--- src/rtl/mips_div_ctrl.sv ---
// EX-stage controller for the iterative mips_div divider: latches operands, runs the
// start/annul handshake, stalls EX and delivers a one-shot HI/LO write. Optional macro: MIPS_DIV_ZERO_FAST_EN.
module mips_div_ctrl #(
    parameter int OPDATA_WIDTH = 32
) (
    input  logic                        clk,
    input  logic                        rst_n,
    input  logic                        div_req_i,
    input  logic                        div_signed_i,
    input  logic [OPDATA_WIDTH-1:0]     rs_data_i,
    input  logic [OPDATA_WIDTH-1:0]     rt_data_i,
    input  logic                        flush_i,
    input  logic                        stall_i,
    output logic                        div_start_o,
    output logic                        div_annul_o,
    output logic                        div_signed_o,
    output logic [OPDATA_WIDTH-1:0]     div_op1_o,
    output logic [OPDATA_WIDTH-1:0]     div_op2_o,
    input  logic [2*OPDATA_WIDTH-1:0]   div_result_i,
    input  logic                        div_valid_i,
    output logic                        stallreq_o,
    output logic                        whilo_o,
    output logic [OPDATA_WIDTH-1:0]     hi_o,
    output logic [OPDATA_WIDTH-1:0]     lo_o
);

    localparam logic [1:0] IDLE = 2'd0;
    localparam logic [1:0] BUSY = 2'd1;
    localparam logic [1:0] DONE = 2'd2;

    logic [1:0]              state;
    logic [1:0]              state_nxt;
    logic                    signed_r;
    logic [OPDATA_WIDTH-1:0] op1_r;
    logic [OPDATA_WIDTH-1:0] op2_r;
    logic [OPDATA_WIDTH-1:0] hi_r;
    logic [OPDATA_WIDTH-1:0] lo_r;
    logic                    in_idle;
    logic                    in_busy;
    logic                    in_done;
    logic                    req_ok;
    logic                    zero_fast;

    assign in_idle = (state == IDLE);
    assign in_busy = (state == BUSY);
    assign in_done = (state == DONE);
    assign req_ok  = div_req_i & ~flush_i;

`ifdef MIPS_DIV_ZERO_FAST_EN
    assign zero_fast = (rt_data_i == '0);
`else
    assign zero_fast = 1'b0;
`endif

    always_comb begin
        state_nxt = state;
        case (state)
            IDLE: if (req_ok) state_nxt = zero_fast ? DONE : BUSY;
            BUSY: begin
                // A flush coinciding with the divider result drops the result.
                if (flush_i)          state_nxt = IDLE;
                else if (div_valid_i) state_nxt = DONE;
            end
            DONE: if (~stall_i | flush_i) state_nxt = IDLE;
            default: state_nxt = IDLE;
        endcase
    end

    always_ff @(posedge clk or posedge rst_n) begin
        if (rst_n) begin
            state    <= IDLE;
            signed_r <= 1'b0;
            op1_r    <= '0;
            op2_r    <= '0;
            hi_r     <= '0;
            lo_r     <= '0;
        end else begin
            state <= state_nxt;
            if (in_idle && req_ok) begin
                signed_r <= div_signed_i;
                op1_r    <= rs_data_i;
                op2_r    <= rt_data_i;
                if (zero_fast) begin
                    hi_r <= '0;
                    lo_r <= '0;
                end
            end
            if (in_busy && !flush_i && div_valid_i) begin
                hi_r <= div_result_i[2*OPDATA_WIDTH-1:OPDATA_WIDTH];
                lo_r <= div_result_i[OPDATA_WIDTH-1:0];
            end
        end
    end

    assign div_start_o  = in_busy & ~flush_i;
    assign div_annul_o  = in_busy & flush_i;
    assign div_signed_o = signed_r;
    assign div_op1_o    = op1_r;
    assign div_op2_o    = op2_r;
    // Gated by reset so the combinational request path is also quiet while reset is held.
    assign stallreq_o   = ~rst_n & ((in_idle & req_ok) | in_busy);
    assign whilo_o      = in_done & ~flush_i;
    assign hi_o         = hi_r;
    assign lo_o         = lo_r;

endmodule

--- config.mk ---
export PLATFORM = sky130hd
export DESIGN_NAME = mips_div_ctrl
export DESIGN_NICKNAME = d
export VERILOG_FILES = /design/src/rtl/mips_div_ctrl.sv
export SDC_FILE = /design/constraint.sdc
export NUM_CORES = 1
export LEC_CHECK = 0
export ABC_AREA = 1
export BUFFER_PORTS_ARGS = -buffer_cell sky130_fd_sc_hd__buf_2
export CAP_MARGIN = 15
export CORE_MARGIN = 2
export CORE_UTILIZATION = 37
export CTS_CLUSTER_DIAMETER = 40
export CTS_CLUSTER_SIZE = 30
export DETAILED_ROUTE_END_ITERATION = 10
export PLACE_DENSITY = 0.68
export SLEW_MARGIN = 40
export SYNTH_ARGS = -nofsm -noshare
export SYNTH_HDL_FRONTEND = slang
export SYNTH_SLANG_ARGS = --single-unit
--- constraint.sdc ---
create_clock -name clk -period 9.65 [get_ports clk]
set_clock_uncertainty 0.1 [all_clocks]
set_input_delay 0.4825 -clock clk [delete_from_list [all_inputs] [get_ports clk]]
set_output_delay 0.4825 -clock clk [all_outputs]
set_load 0.01 [all_outputs]
* Word-level counts from Yosys, hierarchy flattened
Cells that the tools add are included.
** Storage, ports and cells
- Flip-flop bits (word level) :: 131
- Input bits :: 135
- Output and inout port bits :: 133
- Word-level logic and storage cells :: 33
** Operators by class
- Eq/ne operators :: 5
- Muxes and demuxes :: 5
- Bitwise logic cells :: 11
- Reduce and logical (&&, ||, !) cells :: 6
** Operators by type and width (number)
- $mux W2 :: 4
- $and A1 B1 Y1 :: 6
- $pmux W2 S3 :: 1
- $ne A2 B1 Y1 const B :: 2
- $logic_and A1 B1 Y1 :: 3
- $ne A3 B3 Y1 const B :: 1
- $not A1 Y1 :: 3
- $reduce_and A3 Y1 :: 1
- $eq A2 B1 Y1 const B :: 1
- $eq A2 B2 Y1 const B :: 1
- $logic_not A2 Y1 :: 1
- $or A1 B1 Y1 :: 2
- $logic_not A1 Y1 :: 1

* Depth between registers and ports, before layout
Gate-level depths: netlist (run 1).
- Depth after elaboration :: 5
- Gate-level depth with buffers :: 7
- Mapped depth without buffers :: 5

* Worst setup path after synthesis (run 1)
OpenSTA, ideal clock, no wires.
- Path kind :: input to output
- Start :: input port div_req_i
- End :: output port stallreq_o
- Arrival time :: 1215 ps
- Required time :: 9068 ps
- Slack :: 7852 ps
- Stages :: 6
- Cells stage by stage :: inv_1 > nor2_1 > nand2_1 > buf_4 > buf_2 > a21oi_2
** On the way
- Cells in the longest elaborated chain, start to end :: 4
** Ends and longest elaborated chain
- start, declared :: line 8 : input logic div_req_i,
- $and A1 B1 Y1 :: line 47 : assign req_ok = div_req_i & ~flush_i;
- $and A1 B1 Y1 :: line 101 : assign stallreq_o = ~rst_n & ((in_idle & req_ok) | in_busy);
- $or A1 B1 Y1 :: line 101
- $and A1 B1 Y1 :: line 101
- end, declared :: line 21 : output logic stallreq_o,
No other way between the ends.

* Worst setup path after layout (run 1)
- Start :: register state[0]
- End :: output port stallreq_o
** On the way
- Cells in the longest elaborated chain, start to end :: 4
** Ends and longest elaborated chain
- start, declared :: line 31 : logic [1:0] state;
- start signal, assigned :: line 78 : state <= state_nxt;
- $logic_not A2 Y1 :: line 44 : assign in_idle = (state == IDLE);
- $and A1 B1 Y1 :: line 101
- $or A1 B1 Y1 * :: line 101
- $and A1 B1 Y1 * :: line 101
Mark *: on every way between the ends. The rest lies on a longest branch, timed or not.

==> results of run 1 <==
==> final cells by class <==
| type | count | area [um^2] |
|---|---|---|
| diodes | 1 | 2.50 |
| clock inverters | 8 | 121 |
| repair buffers | 275 | 1400 |
| well taps | 180 | 225 |
| flip-flops and latches | 131 | 3280 |
| multi-input cells | 399 | 1780 |
| inverters | 7 | 28.8 |
| fillers | 1346 | 6640 |
| clock buffers | 24 | 512 |
==> synth_stat cells (all sizes together) <==
library cell,n
dfrtp,131
buf,38
nand2,261
o21ai,1
a21oi,1
nor2,4
inv,7
nor3,1
nand4,66
nand3,65
clkbuf,11
==> cells in the final DEF, fill, tap and decap left out, types with 2 or more instances in the layout <==
master and n:
inv_1 4, nand3_1 65, buf_4 7, nor2_4 3
buf_2 267, bufinv_16 3, inv_2 2, clkbuf_8 6
clkbuf_16 17, nand2_1 260, dfrtp_1 131, clkinv_2 3
nand4_1 66
==> worst max-delay path: stages, from the launching register on <==
cell and delay [ns]:
dfrtp_1 0.49, inv_2 0.09, nor2_4 0.41, buf_4 0.47, inv_1 0.16, a21oi_2 0.15, buf_2 0.13
==> logic make-up (layout without fill, tap and decap cells) <==
kind of cell | Yosys count | count (layout) | synth area share, %
flops | 131 | 131 | 61.5
other cells | 0 | 1 | 0
compound gates | 2 | 2 | 0.258
simple gates | 397 | 397 | 32.7
buf+inv | 56 | 314 | 5.50
==> stage by stage <==
| step | setup WS, ns | hold slack [ns] | instances | power (W) | util [%] |
|---|---|---|---|---|---|
| 2_1_floorplan | 5.57 | 0.407 | 586 | 0.000964 | - |
| 3_3_place_gp | 6.92 | 0.349 | 992 | 0.00116 | 47.9 |
| 3_5_place_dp | 6.85 | 0.353 | 992 | 0.00117 | 48.0 |
| 4_1_cts | 6.74 | 0.137 | 1024 | 0.00185 | 52.5 |
| 5_1_grt | 6.58 | 0.157 | 1024 | 0.00194 | 52.5 |
| 6_report | 6.75 | 0.110 | 1025 | 0.00183 | 52.5 |
==> worst paths after layout <==
| path | slack (ns) | to | start | depth (start not counted) |
|---|---|---|---|---|
| setup reg to reg | 7.50 | div_op1_o[18] | state[0] | 6 |
| setup / recovery | 6.75 | stallreq_o | state[0] | 6 |
| min in group clk | 0.20 | div_op2_o[9] | rt_data_i[9] | 3 |
| hold reg to reg | 0.36 | div_op1_o[0] | div_op1_o[0] | 2 |
| max in group asynchronous | 8.23 | lo_o[27] | rst_n | 3 |
| hold / removal | 0.11 | hi_o[30] | rst_n | 2 |
==> flip-flops by register name, indices dropped and copies added (netlist names) <==
signal        cells
div_op1_o        32
div_op2_o        32
hi_o             32
div_signed_o      1
lo_o             32
state             2
==> report_power, final <==
part | leakage, nW | switching, W | internal (W)
registers | 1.64 | 0.0000673 | 0.000679
logic | 2.30 | 0.000246 | 0.000162
clock network | 0.312 | 0.000226 | 0.000447
==> routing by layer <==
layer  vias to the layer above  share of wire (%)  wire [um]  GRT usage (%)
met5                         -                  0          0              0
met4                         0                3.2        487           9.55
met1                      2305                 43       6410           25.2
met2                       176                 48       7240           30.2
met3                        36                6.2        939           5.95
li1                       2417                  -          -              -
==> flow_summary_export.csv, run 1 <==
group,metric,value,unit
clock_tree,max-clock-path-buffers,2,
timing,hold_viol_final,0,
grt,antenna_found_initial,1,
place,dpl.hpwl,9.99,mm
synthesis,seq_area_frac_synth,61.5,%
clock_tree,ctsResizeCount,0,
synthesis,avgSynthCellArea,9.09,um^2
run,cap_violations,0,
detailed_routing,wirelength,15.1,mm
floorplan,ios,268,
detailed_routing,vias_per_cell,4.81,
synthesis,yosysTopAreaCellShare,61.5,%
floorplan,die_h,124,um
clock_tree,clock_sinks,131,
layout,areaGrowthSynthToFinish,37.9,%
layout,drive_gt1_share,37.2,%
synthesis,yosys.area.top_type,"dfrtp_1",
synthesis,synth_seq_cells,131,
detailed_routing,drtPass1Iterations,5,
hold_path,worst_hold_path_type,"primary input to asynchronous set/reset pin",
clock_tree,cts-htree-levels,4,
clock_tree,root_buffer,"clkbuf_16",
power_and_ir_drop,ir_drop,0.000124,V
timing,report.final.setup_viol,0,
layout,nNetsFinal,966,
synthesis,synthDistinctLibCells,16,
synthesis,syn_inst,586,
grt,grt_use_total,19.6,%
clock_tree,clk_latency,0.40,ns
clock_tree,post_cts_buffers,0,
layout,finish.instance_area,7340,um^2
detailed_routing,drtIter0Drc,371,
place,placed_area,6710,um^2
detailed_routing,drcViolationCount,0,
grt,grt_pass1_vias,4570,
setup_path,worstPathRequired,9.07,ns
power_and_ir_drop,p_leak,4.26,nW
setup_path,worst_ep_arrival_time,2.32,ns
grt,grt_max_degree,74,
setup_path,critPathKind,"flip-flop to primary output",
floorplan,core-area,14000,um^2
timing,fin_crit_sh,30.0,%
place,gp_congestion,0.812,
power_and_ir_drop,power_density,249,nW/um^2
clock_tree,cts_buffers,17,
floorplan,die_w,124,um
setup_path,worstPathMaxFanout,42,
setup_path,endpoint_kind,"primary output",
timing,max_slew_margin,52.7,%
synthesis,netlist_area,5330,um^2
timing,post-route-min-period,2.90,ns
status,status,"finished clean",
clock_tree,cts_tree,"built",
grt,grt-ovfl-total,0,
timing,slew_viol_final,0,
timing,worst_pin_slew,0.710,ns
synthesis,syn_nets,721,
timing,finalSetupTns,0,ns
place,numPortBuffers,267,
detailed_routing,num_vias,4934,
floorplan,dieArea,15400,um^2
detailed_routing,ant_nets,0,
clock_tree,cts_hold_buffers,0,
floorplan,rows,43,
detailed_routing,wl_per_cell,14.7,um
clock_tree,clk_pin_slew,0.05,ns
grt,grt_pass1_wl,23.2,mm
setup_path,start_kind,"flip-flop",
timing,fmaxAchievable,345,MHz
floorplan,initial_core_util,38.1,%
synthesis,yosys_warnings,0,
timing,rsz0062_at_grt,"false",
synthesis,synthTopCellsByArea,"dfrtp_1 (62%), nand2_1 (18%), nand4_1 (7.8%)",
Power figures use the tool's default switching activity.
==> run 2: changes to the inputs <==
--- a/config.mk
+++ b/config.mk
@@ -13,7 +13,7 @@
 export CTS_CLUSTER_DIAMETER = 40
 export CTS_CLUSTER_SIZE = 30
 export DETAILED_ROUTE_END_ITERATION = 10
-export PLACE_DENSITY = 0.68
+export PLACE_DENSITY = 0.71
 export SLEW_MARGIN = 40
 export SYNTH_ARGS = -nofsm -noshare
 export SYNTH_HDL_FRONTEND = slang
==> constraint.sdc (replaced) <==
create_clock -name clk -period 2.4 [get_ports clk]
set_clock_uncertainty 0.1 [all_clocks]
set_input_delay 0.12 -clock clk [delete_from_list [all_inputs] [get_ports clk]]
set_output_delay 0.12 -clock clk [all_outputs]
set_load 0.01 [all_outputs]
==> flow_summary_export.csv, run 2 (synthesis gave the netlist of run 1 again) <==
group,metric,value,unit
detailed_routing,top_layer_used,"met4",
setup_path,crit_chain,"inv_2, nor2_4, inv_1, nor2_1, buf_2",
layout,drive_gt1_share,32.5,%
status,status,"finished clean",
hold_path,worst_hold_path_type,"primary input to flip-flop",
detailed_routing,wl_met1,6.90,mm
clock_tree,cts_tree,"built",
power_and_ir_drop,power.internal,0.00531,W
grt,grt_pass1_vias,5683,
detailed_routing,wl_met2,8.71,mm
power_and_ir_drop,ir_drop,0.000437,V
place,dpl.hpwl,10.1,mm
timing,max_slew_margin,51.9,%
run,cap_violations,0,
detailed_routing,ant_nets,0,
clock_tree,clock_sinks,131,
timing,fmaxAchievable,534,MHz
detailed_routing,drtPass1Iterations,6,
setup_path,worstReg2RegStart,"state[1]",
detailed_routing,wl_per_cell,15.1,um
timing,rsz0062_at_grt,"false",
timing,fin_crit_sh,78.1,%
timing,post-route-min-period,1.87,ns
timing,hold_viol_final,0,
layout,finish.instance_area,8740,um^2
setup_path,cp_slowest_stage_delay,0.44,ns
timing,finalSetupTns,0,ns
floorplan,die_h,124,um
setup_path,critPathKind,"flip-flop to primary output",
clock_tree,clk_pin_slew,0.05,ns
setup_path,worstPathRequired,2.18,ns
clock_tree,max-clock-path-buffers,2,
setup_path,crit_start,"state[0]",
timing,worst_pin_slew,0.720,ns
power_and_ir_drop,clockPowerShare,35.6,%
power_and_ir_drop,seq_power_share,39.7,%
setup_path,start_kind,"flip-flop",
setup_path,path_delay_family,"flip-flops",
setup_path,worstPathMaxFanout,16,
place,numPortBuffers,267,
setup_path,worstPathBufferInverterCount,3,
floorplan,initial_core_util,38.1,%
detailed_routing,drcViolationCount,0,
setup_path,crit_slowest_cell,"dfrtp_1",
power_and_ir_drop,netSwitchingPower,0.00227,W
detailed_routing,vias_per_cell,4.93,
detailed_routing,wirelength,17.5,mm
floorplan,dieArea,15400,um^2
floorplan,rows,43,
clock_tree,ctsResizeCount,0,
place,placed_area,6800,um^2
floorplan,core-area,14000,um^2
clock_tree,cts_buffers,17,
power_and_ir_drop,switching_share,29.9,%
grt,grt_pass1_wl,27.0,mm
layout,final_common_cell,"buf_2",
grt,grt-ovfl-total,0,
setup_path,worst_ep_arrival_time,1.65,ns
timing,report.final.setup_viol,0,
detailed_routing,wl_met3,1.10,mm
clock_tree,root_buffer,"clkbuf_16",
detailed_routing,num_vias,5719,
setup_path,endpoint_kind,"primary output",
power_and_ir_drop,power_density,867,nW/um^2
timing,slew_viol_final,0,
grt,grt_max_degree,66,
floorplan,die_w,124,um
place,gp_congestion,0.815,
layout,areaGrowthSynthToFinish,64.0,%
floorplan,ios,268,
layout,nNetsFinal,1101,
clock_tree,cts-htree-levels,4,
layout,layout_common_cells,"buf_2 (267), nand2_1 (260), dfrtp_1 (131), dlygate4sd3_1 (131), nand4_1 (66)",
clock_tree,clk_latency,0.41,ns
detailed_routing,drtIter0Drc,436,
grt,grt_use_total,22.5,%
power_and_ir_drop,p_leak,4.83,nW
grt,antenna_found_initial,0,
hold_path,worstHoldStart,"flush_i",
power_and_ir_drop,pwr-share-comb,24.7,%
## run 2: cell count changes in the layout (fill, tap and decap cells not counted), sizes merged
cell and delta:
buf +4, clkbuf -1, clkinvlp +2, dlygate4sd3 +131, inv -1
## run 2: path summary, 6_finish.rpt
check	end	slack [ns]	cells after the start
worst min-delay path	state[0]	0.02	4
worst min register to register	div_op1_o[3]	0.36	2
max in group asynchronous	div_op2_o[9]	1.20	4
worst max-delay path	div_annul_o	0.53	5
worst max register to register	hi_o[25]	0.83	5
min in group asynchronous	state[1]	0.32	3
## run 2: cell type report
class	count	area [um^2]
fillers	1135	5250
inverters	7	30.0
flip-flops and latches	131	3280
diodes	1	2.50
clock inverters	9	125
repair buffers	410	2800
multi-input cells	399	1780
well taps	180	225
clock buffers	23	498
## run 2: tightest hold or removal path, delay by kind of cell
family          cells  cell delay (ns)
compound gates      1             0.07
simple gates        2             0.16
buf+inv             1             0.14
## run 2: stage by stage
step	hold WS [ns]	setup WS, ns	cells	power [W]	utilization (%)
after floorplan	0.165	0.557	586	0.00388	-
after global placement	0.191	0.810	996	0.00467	48.6
after detailed placement	0.203	0.788	996	0.00470	48.6
after CTS	0.00786	0.510	1159	0.00759	62.4
after global routing	0.0642	0.397	1159	0.00798	62.4
final	0.0244	0.527	1160	0.00757	62.5
## run 2: metal layers
layer  GRT usage [%]  vias up
met4            12.9        0
met1            26.5     2684
met2            37.9      274
met3            4.95       68
li1                -     2693
met5               0        -
## run 2: power groups by stage
stage	Clock [W]	Combinational, W	Sequential (W)
2_1_floorplan	0	0.000594	0.00328
3_3_place_gp	0	0.00165	0.00302
3_5_place_dp	0	0.00169	0.00302
4_1_cts	0.00274	0.00185	0.00300
5_1_grt	0.00285	0.00206	0.00307
6_report	0.00270	0.00187	0.00301
## run 2: what timing repair did
action	in CTS	in global routing
hold buffers	131	0
endpoints found under the setup margin	0	0
endpoints found under the hold margin	157	0
setup buffers	0	0
==> run 3: changes to the inputs <==
==> constraint.sdc (replaced) <==
create_clock -name clk -period 1.6 [get_ports clk]
set_clock_uncertainty 0.1 [all_clocks]
set_input_delay 0.08 -clock clk [delete_from_list [all_inputs] [get_ports clk]]
set_output_delay 0.08 -clock clk [all_outputs]
set_load 0.01 [all_outputs]
==> flow_summary_export.csv, run 3 (synthesis gave the netlist of run 1 again) <==
group,metric,value,unit
status,status,"finished clean",
timing,slew_viol_final,0,
hold_path,whs_endpoint,"div_op1_o[19]",
floorplan,ios,268,
hold_path,worstHoldStart,"flush_i",
floorplan,die_w,124,um
hold_path,worst_hold_path_type,"primary input to flip-flop",
layout,drive_gt1_share,32.6,%
floorplan,die_h,124,um
timing,post-route-min-period,1.53,ns
clock_tree,max-clock-path-buffers,2,
grt,grt_max_degree,80,
timing,fin_ws,0.0737,ns
setup_path,crit_slowest_cell,"dfrtp_1",
clock_tree,clk_pin_slew,0.05,ns
timing,worst_pin_slew,0.459,ns
setup_path,crit_start,"state[0]",
place,gp_congestion,0.814,
run,cap_violations,0,
power_and_ir_drop,p_leak,4.83,nW
detailed_routing,wirelength,17.8,mm
clock_tree,cts_buffers,17,
layout,diodes,0,
floorplan,core-area,14000,um^2
layout,fin_util,62.3,%
setup_path,ff2ff_setup_slack,0.19,ns
place,place_ws,0.246,ns
layout,areaGrowthSynthToFinish,63.6,%
setup_path,critPathKind,"flip-flop to primary output",
power_and_ir_drop,power.internal,0.00747,W
detailed_routing,drcViolationCount,0,
setup_path,worstPathRequired,1.42,ns
power_and_ir_drop,netSwitchingPower,0.00328,W
clock_tree,clock_sinks,131,
detailed_routing,num_vias,5681,
setup_path,reg2reg_depth,6,
detailed_routing,wl_per_cell,15.3,um
power_and_ir_drop,clockPowerShare,31.5,%
timing,max_slew_margin,69.4,%
floorplan,dieArea,15400,um^2
floorplan,initial_core_util,38.1,%
grt,grt_pass1_vias,5524,
setup_path,rr_endpoint,"hi_o[18]",
power_and_ir_drop,ir_drop,0.000673,V
detailed_routing,vias_per_cell,4.89,
setup_path,worst_ep_arrival_time,1.35,ns
timing,rsz0062_at_grt,"true",
timing,report.final.setup_viol,0,
setup_path,worstPathMaxFanout,3,
setup_path,worstReg2RegStart,"state[0]",
grt,antenna_found_initial,0,
detailed_routing,drtPass1Iterations,8,
power_and_ir_drop,seq_power_share,42.2,%
grt,grt_use_total,22.8,%
setup_path,cp_slowest_stage_delay,0.42,ns
clock_tree,root_buffer,"clkbuf_16",
layout,layout_common_cells,"buf_2 (266), nand2_1 (260), dlygate4sd3_1 (131), dfrtp_1 (130), nand4_1 (66)",
detailed_routing,drtIter0Drc,424,
timing,hold_viol_final,0,
timing,fin_crit_sh,95.4,%
layout,nNetsFinal,1110,
detailed_routing,ant_nets,0,
place,numPortBuffers,267,
grt,grt-ovfl-total,0,
place,dpl.hpwl,10.4,mm
timing,fmaxAchievable,655,MHz
power_and_ir_drop,pwr-share-comb,26.4,%
floorplan,rows,43,
clock_tree,cts_tree,"built",
setup_path,crit_chain,"buf_4, nor3_1, buf_2",
grt,grt_pass1_wl,27.3,mm
setup_path,start_kind,"flip-flop",
power_and_ir_drop,power_density,1230,nW/um^2
power_and_ir_drop,switching_share,30.5,%
clock_tree,cts-htree-levels,4,
clock_tree,clk_latency,0.40,ns
setup_path,endpoint_kind,"primary output",
hold_path,whs_path_depth,5,
layout,final_common_cell,"buf_2",
[run 3: changes by cell type in the layout (fill, tap and decap cells not counted), sizes merged]
cell,previous run,this run
bufinv,3,0
buf,279,288
clkinvlp,3,1
clkbuf,23,25
clkinv,4,0
diode,1,0
[run 3: power by group through the flow]
| stage | clock (W) | combinational [W] | sequential (W) |
|---|---|---|---|
| global route | 0.00361 | 0.00313 | 0.00462 |
| detailed placement | 0 | 0.00255 | 0.00455 |
| CTS | 0.00346 | 0.00280 | 0.00452 |
| floorplan | 0 | 0.000892 | 0.00492 |
| global placement | 0 | 0.00250 | 0.00453 |
| finish | 0.00339 | 0.00284 | 0.00453 |
[run 3: how the worst max path moves through the flow]
stage,cells past startpoint,endpoint
after global placement,5,stallreq_o
after global routing,5,stallreq_o
after detailed placement,5,lo_o[27]
after floorplan,1,div_op1_o[0]
after CTS,3,whilo_o
final,3,whilo_o
[run 3: repair_timing]
item / CTS / global route
gates resized for setup: 4 / 0
hold buffers: 131 / 0
pin swaps: 2 / 3
hold endpoints to repair: 261 / 0
setup buffers: 3 / 4
setup endpoints to repair: 2 / 3
[run 3: cell type report]
class | count | area (um^2)
fill | 1151 | 5270
clock buffer | 25 | 505
timing repair buffer | 419 | 2900
inverter | 7 | 30.0
sequential | 131 | 3280
tap | 180 | 225
multi-input combinational | 399 | 1780
[run 3: per-layer routing]
layer | GRT usage (%) | routed length, um
met1 | 28.0 | 7240
met2 | 39.0 | 9120
met3 | 4.81 | 955
met4 | 9.13 | 504
met5 | 0 | 0
[run 3: worst max-delay path, delay by kind of cell, from the launching register on]
kind / cells / cell delay (ns)
buffers and inverters: 2 / 0.34
DFF: 1 / 0.42
and+or+nand+nor: 1 / 0.18
[run 3: through the flow]
| stage | cells | cell area (um^2) | total power, W | hold WS [ns] | setup TNS [ns] |
|---|---|---|---|---|---|
| floorplan | 586 | 5330 | 0.00581 | 0.0860 | -26.62 |
| global placement | 999 | 6850 | 0.00703 | 0.130 | 0 |
| detailed placement | 999 | 6850 | 0.00709 | 0.128 | 0 |
| CTS | 1157 | 8690 | 0.0108 | 0.0357 | 0 |
| global route | 1161 | 8720 | 0.0114 | 0.0333 | -0.0171 |
| finish | 1161 | 8720 | 0.0108 | 0.0184 | 0 |
